<file path="src/rtl/mips_multicycle_r.sv">
// Multicycle MIPS R-type core: FETCH/DECODE/EXEC/WB over a preloadable
// instruction memory and a 32-entry register file.
module mips_multicycle_r #(
   parameter int DATA_W  = 32,
   parameter int IMEM_AW = 4,
   parameter int MON_REG = 20
) (
   input  logic                clk,
   input  logic                rst,
   input  logic                start,
   input  logic                imem_we,
   input  logic [IMEM_AW-1:0]  imem_waddr,
   input  logic [31:0]         imem_wdata,
   input  logic                reg_we,
   input  logic [4:0]          reg_waddr,
   input  logic [DATA_W-1:0]   reg_wdata,
   output logic                busy,
   output logic                done,
   output logic                illegal,
   output logic [15:0]         instr_count,
   output logic [DATA_W-1:0]   mon_data,
   output logic                alu_zero
);

   typedef enum logic [2:0] {
      S_IDLE,
      S_FETCH,
      S_DECODE,
      S_EXEC,
      S_WB,
      S_DONE
   } state_t;

   localparam logic [4:0]  MON_IDX = 5'(MON_REG);
   localparam logic [31:0] HALT    = 32'hFFFF_FFFF;

   state_t              state_q, state_d;
   logic [IMEM_AW-1:0]  pc_q, pc_d;
   logic [31:0]         ir_q, ir_d;
   logic [DATA_W-1:0]   a_q, a_d;
   logic [DATA_W-1:0]   b_q, b_d;
   logic [DATA_W-1:0]   aluout_q, aluout_d;
   logic [DATA_W-1:0]   regs_q [32];
   logic [DATA_W-1:0]   regs_d [32];
   logic [15:0]         cnt_q, cnt_d;
   logic                ill_q, ill_d;
   logic                bad_q, bad_d;
   logic                zero_q, zero_d;
   logic [31:0]         imem_q [2**IMEM_AW];

   logic [5:0]          op;
   logic [4:0]          rs;
   logic [4:0]          rt;
   logic [4:0]          rd;
   logic [5:0]          funct;
   logic                unused_shamt;

   logic [DATA_W-1:0]   res;
   logic                legal;

   assign op           = ir_q[31:26];
   assign rs           = ir_q[25:21];
   assign rt           = ir_q[20:16];
   assign rd           = ir_q[15:11];
   assign funct        = ir_q[5:0];
   assign unused_shamt = ^ir_q[10:6];

   always_comb begin
      res   = '0;
      legal = (op == 6'd0);
      unique case (funct)
         6'h20: res = a_q + b_q;
         6'h22: res = a_q - b_q;
         6'h24: res = a_q & b_q;
         6'h25: res = a_q | b_q;
         6'h27: res = ~(a_q | b_q);
         6'h2A: res = {{(DATA_W-1){1'b0}},
                       ($signed(a_q) < $signed(b_q))};
         default: legal = 1'b0;
      endcase
   end

   always_comb begin
      state_d  = state_q;
      pc_d     = pc_q;
      ir_d     = ir_q;
      a_d      = a_q;
      b_d      = b_q;
      aluout_d = aluout_q;
      cnt_d    = cnt_q;
      ill_d    = ill_q;
      bad_d    = bad_q;
      zero_d   = zero_q;
      regs_d   = regs_q;
      unique case (state_q)
         S_IDLE: begin
            if (reg_we && reg_waddr != 5'd0)
               regs_d[reg_waddr] = reg_wdata;
            if (start) begin
               pc_d    = '0;
               cnt_d   = '0;
               ill_d   = 1'b0;
               state_d = S_FETCH;
            end
         end
         S_FETCH: begin
            ir_d    = imem_q[pc_q];
            state_d = S_DECODE;
         end
         S_DECODE: begin
            a_d     = regs_q[rs];
            b_d     = regs_q[rt];
            state_d = (ir_q == HALT) ? S_DONE : S_EXEC;
         end
         S_EXEC: begin
            // illegal ops still retire; bad_q only blocks the WB write
            if (legal) begin
               aluout_d = res;
               zero_d   = (res == '0);
               bad_d    = 1'b0;
            end else begin
               bad_d = 1'b1;
               ill_d = 1'b1;
            end
            state_d = S_WB;
         end
         S_WB: begin
            if (!bad_q && rd != 5'd0)
               regs_d[rd] = aluout_q;
            if (cnt_q != 16'hFFFF)
               cnt_d = cnt_q + 16'd1;
            if (&pc_q) begin
               state_d = S_DONE;
            end else begin
               pc_d    = pc_q + IMEM_AW'(1);
               state_d = S_FETCH;
            end
         end
         S_DONE: begin
            state_d = S_IDLE;
         end
         default: begin
            state_d = S_IDLE;
         end
      endcase
   end

   always_ff @(posedge clk or posedge rst) begin
      if (rst) begin
         state_q  <= S_IDLE;
         pc_q     <= '0;
         ir_q     <= '0;
         a_q      <= '0;
         b_q      <= '0;
         aluout_q <= '0;
         cnt_q    <= '0;
         ill_q    <= 1'b0;
         bad_q    <= 1'b0;
         zero_q   <= 1'b0;
         for (int i = 0; i < 32; i++)
            regs_q[i] <= '0;
      end else begin
         state_q  <= state_d;
         pc_q     <= pc_d;
         ir_q     <= ir_d;
         a_q      <= a_d;
         b_q      <= b_d;
         aluout_q <= aluout_d;
         cnt_q    <= cnt_d;
         ill_q    <= ill_d;
         bad_q    <= bad_d;
         zero_q   <= zero_d;
         for (int i = 0; i < 32; i++)
            regs_q[i] <= regs_d[i];
      end
   end

   // program storage survives reset
   always_ff @(posedge clk) begin
      if (imem_we && state_q == S_IDLE)
         imem_q[imem_waddr] <= imem_wdata;
   end

   assign busy        = (state_q != S_IDLE);
   assign done        = (state_q == S_DONE);
   assign illegal     = ill_q;
   assign instr_count = cnt_q;
   assign mon_data    = regs_q[MON_IDX];
   assign alu_zero    = zero_q;

endmodule

</file>
<file path="config.mk">
export PLATFORM = sky130hd
export DESIGN_NAME = mips_multicycle_r
export DESIGN_NICKNAME = d
export VERILOG_FILES = /design/src/rtl/mips_multicycle_r.sv
export SDC_FILE = /design/constraint.sdc
export NUM_CORES = 2
export LEC_CHECK = 0
export CELL_PAD_IN_SITES_DETAIL_PLACEMENT = 1
export CELL_PAD_IN_SITES_GLOBAL_PLACEMENT = 2
export CORE_MARGIN = 5
export CORE_UTILIZATION = 35
export CTS_BUF_LIST = sky130_fd_sc_hd__clkbuf_4
export DETAILED_ROUTE_END_ITERATION = 8
export PLACE_DENSITY_LB_ADDON = 0.1
export SLEW_MARGIN = 15
export SYNTH_ARGS = -nofsm -noshare
export SYNTH_HDL_FRONTEND = slang
export SYNTH_SLANG_ARGS = --single-unit
</file>
<file path="constraint.sdc">
create_clock -name clk -period 94.3 [get_ports clk]
set_input_delay 23.575 -clock clk [delete_from_list [all_inputs] [get_ports clk]]
set_output_delay 23.575 -clock clk [all_outputs]
set_load 0.03 [all_outputs]
</file>
Yosys cells after proc, flatten, opt, wreduce, memory -nomap -nowiden
Memories as Yosys holds them, arrays and structs flattened. A register that Yosys moved wholly into a read port is not among the register bits.
Index checks and enable logic that the tools add are counted.

storage, ports and cells
  memories = 1
  word-level logic and storage cells = 133
  bits of input ports = 78
  output and inout port bits = 52
  register bits after elaboration = 1146
  RAM bits = 512

memory list
  name    depth  width  rd ports  clocked after Yosys merged registers in  wr ports  line  text
  imem_q  16     32     1         1                                        1         49    logic [31:0] imem_q [2**IMEM_AW];

operators by class
  reductions and logical operators = 21
  $add $sub $neg = 4
  multiplexer cells = 33
  bitwise gates (word level) = 7
  equal/unequal tests = 19
  order comparisons = 7

operators by type and width
  kind                                                 number
  bitwise mux 1024 bit                                 2
  two-way mux 1024 bit                                 2
  one-hot mux 1024 bit (2 select lines)                1
  binary-select mux 32 bit (select 5 bit)              2
  demux 32 bit (select 5 bit)                          2
  two-way mux 32 bit                                   6
  one-hot mux 32 bit (6 select lines)                  1
  equality test 6 bit (second input constant)          6
  adder 32 bit                                         1
  AND 32 bit                                           1
  equality test 32 bit (second input constant)         1
  zero test 32 bit                                     1
  < comparator 32 bit                                  1
  two-way mux 16 bit                                   2
  inverter 32 bit                                      1
  bitwise OR 32 bit                                    1
  one-hot mux 16 bit (2 select lines)                  1
  subtractor 32 bit                                    1
  >= comparator 6 bit (second input constant)          4
  inverter 5 -> 6 bit                                  4
  adder 16 x 1 -> 16 bit (second input constant)       1
  inequality test 16 bit (second input constant)       1
  one-hot mux 3 bit (5 select lines)                   1
  < comparator 6 x 1 -> 1 bit (second input constant)  2
  21 further kinds                                     45

Longest topological paths before layout
  depth after elaboration = 8
  gate-level depth with buffers = 16
  mapped depth without buffers = 16

Worst setup path before layout
No wires, ideal clock.

  kind = input to register
  from = in imem_waddr[2]
  to = mem imem_q[0][0] (enable)
  setup slack = 67.625 ns
  arrival = 26.214 ns
  stages on the path = 2
  setup time = 0.461 ns
  path buffers = 0
  data required time = 93.839 ns
  cells stage by stage = or3_1 -> nor3_1

RTL lines
  element             line  text
  start: declaration  12    input logic [IMEM_AW-1:0] imem_waddr,
  end: declaration    49

Straight into the memory's write port.

Final worst setup path
  from = reg state_q[1]
  to = out done

on the way
  longest elaborated chain between the ends = 1

ends and longest elaborated chain
  element                   line  text
  start: declaration        37    state_t state_q, state_d;
  start signal: assignment  163   state_q <= state_d;
  equality test 3 bit       185   assign done = (state_q == S_DONE);
  end: declaration          18    output logic done,

No other way between the ends.

==> impl_metrics.json <==
{
  "status": "finished clean",
  "stdcell_area_um2": 103000,
  "rows": 189,
  "critPathMaxStageDelay_ns": 0.72,
  "boundaryPins": 130,
  "end_kind": "primary output",
  "grt_start_max_net_pins": 110,
  "io_buffers": 129,
  "drt_wl_total_mm": 427,
  "seqCellArea_um2": 44900,
  "finalSetupViolCount": 0,
  "n_fill_cell": 29000,
  "critPathArrivalTime_ns": 3.06,
  "fmax_ghz": 0.0375,
  "syn_nets": 8802,
  "p_leak_uw": 0.0378,
  "finalPower_uw": 2620,
  "synth-seq-cells": 1690,
  "async_reset_ff_share_pct": 69.7,
  "ant_nets": 0,
  "cts_inserted_buffers": 484,
  "final_common_cell": "nand2_1",
  "hold_path.class": "reg2reg",
  "holdPathStages": 0,
  "drv_cap": 0,
  "syn_area_per_cell_um2": 10.8,
  "ys_warn_count": 0,
  "yosysSeqAreaShare_pct": 48.4,
  "cts_hold_buf": 0,
  "drtIter0Drc": 6740,
  "clkLatencyLatePin_ns": 1.51,
  "vias_per_cell": 6.21,
  "ctsResizeCount": 0,
  "maxSlewViolCount": 0,
  "mostFrequentLayoutCells": "nand2_1 (1296), o21ai_0 (1163), dfrtp_1 (1162)",
  "syn-cell-area_um2": 92700,
  "start_util_pct": 35.1,
  "peakVddDrop_uv": 19.6,
  "dpl_cell_area_um2": 97200,
  "synth_area_leaders": "dfrtp_1 (32%), edfxtp_1 (17%), mux4_2 (13%)",
  "rsz0062_at_grt": "false",
  "final_nets": 8667,
  "grt_first_pass_wirelength_mm": 604,
  "ys_types": 85,
  "wl_per_cell_um": 34.6,
  "crit_type": "reg2out",
  "synth.top_cell.area_share_pct": 31.8,
  "min_period_over_period_pct": 28.2,
  "start_kind": "flip-flop",
  "cts_tree": "yes",
  "slew_headroom_pct": 19.3,
  "gp_congestion": 0.888,
  "postSynthCellCount": 8616,
  "core-area_um2": 264000,
  "hold_violations": 0,
  "ff2ff_path_depth": 14,
  "gr-total-overflow": 0,
  "die-area_um2": 275000,
  "ctsRootBufferMaster": "clkbuf_4",
  "critPathRequiredTime_ns": 70.73,
  "drcViolationCount": 0,
  "clockBufferDepth": 4,
  "cts.reportedPaths.clkPinSlew_ns": 0.07,
  "hpwlAfterDp_mm": 249,
  "final_layout_size_suffix_gt1_share_pct": 20.0,
  "crit_slowest_cell": "clkdlybuf4s50_1",
  "dr.pass1.iters": 5,
  "finalClockSkew_ns": 0.108,
  "cts_setup_buffers": 0,
  "multiInputGateArea_um2": 44400,
  "dr_total_vias": 76700,
  "area_delta_synth_final_pct": 11.3,
  "worstPathCellList": "and3b_1, clkdlybuf4s50_1",
  "worstMarginPinSlew_ns": 1.21,
  "synth_top_area_cell": "dfrtp_1",
  "synth_ff_type": "dfrtp_1",
  "first_global_vias": 80000,
  "h-tree-depth": 5,
  "powerDensity_nw_per_um2": 25.4,
  "clock_sinks": 1690,
  "antenna_found_initial": 19,
  "synth-edff-count": 512,
  "die_height_um": 525,
  "fin_setup_tns_ns": 0,
  "die_w_um": 525,
  "path_max_fanout": 10,
  "period_needed_ns": 26.64,
  "grt_use_total_pct": 30.1
}
[metrics by stage]
step	worst slack [ns]	cells	hold WS (ns)	utilization, %
2_1_floorplan	37.54	8616	0.441	-
3_3_place_gp	66.10	11500	0.376	36.8
3_5_place_dp	66.10	11500	0.383	36.8
4_1_cts	67.50	12300	0.397	39.0
5_1_grt	67.11	12300	0.411	39.0
6_report	67.66	12400	0.394	39.0
[cells in the mapped netlist, types with 16 or more instances]
cell type / instances
ha_1: 106
and3_1: 41
xnor2_1: 52
a21oi_1: 281
mux4_2: 524
buf_4: 33
nor2b_1: 20
mux2_2: 76
mux2i_1: 339
a211oi_1: 46
o221ai_1: 126
nor2_1: 287
nor3_1: 49
xor2_1: 16
o21ai_0: 1164
and2_1: 44
nand2_1: 1330
a22oi_1: 1007
clkbuf_1: 843
nand3_1: 24
nand2b_1: 20
edfxtp_1: 512
buf_1: 88
o22ai_1: 68
dfrtp_1: 1178
inv_1: 104
nand4_1: 20
[per-layer routing]
metal	up-vias	GRT usage, %	wire length [µm]
met4	6	18.0	28500
met5	-	0	30
met1	40200	39.0	175000
li1	32300	-	-
met2	3202	47.8	197000
met3	963	4.89	26400
[flip-flops by register name, indices dropped and copies added (netlist names), 3 cells and up]
register / flops
regs_q: 992
imem_q: 512
a_q: 32
aluout_q: 32
b_q: 32
ir_q: 32
mon_data: 32
instr_count: 16
pc_q: 4
state_q: 3
[final timing paths]
kind / start / endpoint / slack (ns)
hold reg to reg: regs_q[1012] / regs_q[1012] / 0.39
max in group asynchronous: rst / regs_q[4] / 67.69
hold / removal: regs_q[1012] / regs_q[1012] / 0.39
min in group asynchronous: rst / a_q[22] / 22.71
setup / recovery: state_q[1] / done / 67.66
setup reg to reg: a_q[4] / alu_zero / 88.99
[cells by family (layout without fill, tap and decap cells)]
| kind of cell | count (synthesis) | count (layout) | synth area share [%] |
|---|---|---|---|
| other | 0 | 13 | 0 |
| XOR/XNOR | 68 | 68 | 0.642 |
| AND/OR/NAND/NOR | 1886 | 1886 | 8.33 |
| buffers and inverters | 1085 | 1273 | 4.55 |
| adder cells (fa/ha/maj) | 108 | 108 | 1.47 |
| multiplexers | 939 | 939 | 17.3 |
| AO/OA/AOI/OAI | 2840 | 2840 | 19.3 |
| flip-flops | 1690 | 1690 | 48.4 |
[cell type report]
| type | count | share of cell area [%] |
|---|---|---|
| clock inverters | 88 | 0.486 |
| repair buffers | 357 | 3.00 |
| inverters | 107 | 0.397 |
| well taps | 3533 | 4.28 |
| flip-flops and latches | 1690 | 43.5 |
| diodes | 13 | 0.0315 |
| clock buffers | 721 | 5.25 |
| multi-input cells | 5841 | 43.0 |
[report_power, final]
part           leakage [µW]  switching (µW)  internal [µW]
Clock               0.00356             338            355
Sequential           0.0208             107            799
Combinational        0.0134             698            320
Total                0.0378            1140           1470
[worst max-delay path: cells and delay by family (launching register included)]
family / cells / cell delay [ns]
AND/OR/NAND/NOR: 1 / 0.40
buffers and inverters: 1 / 0.72
flip-flops: 1 / 0.52
Note: power is estimated with default switching activity, not from simulation.
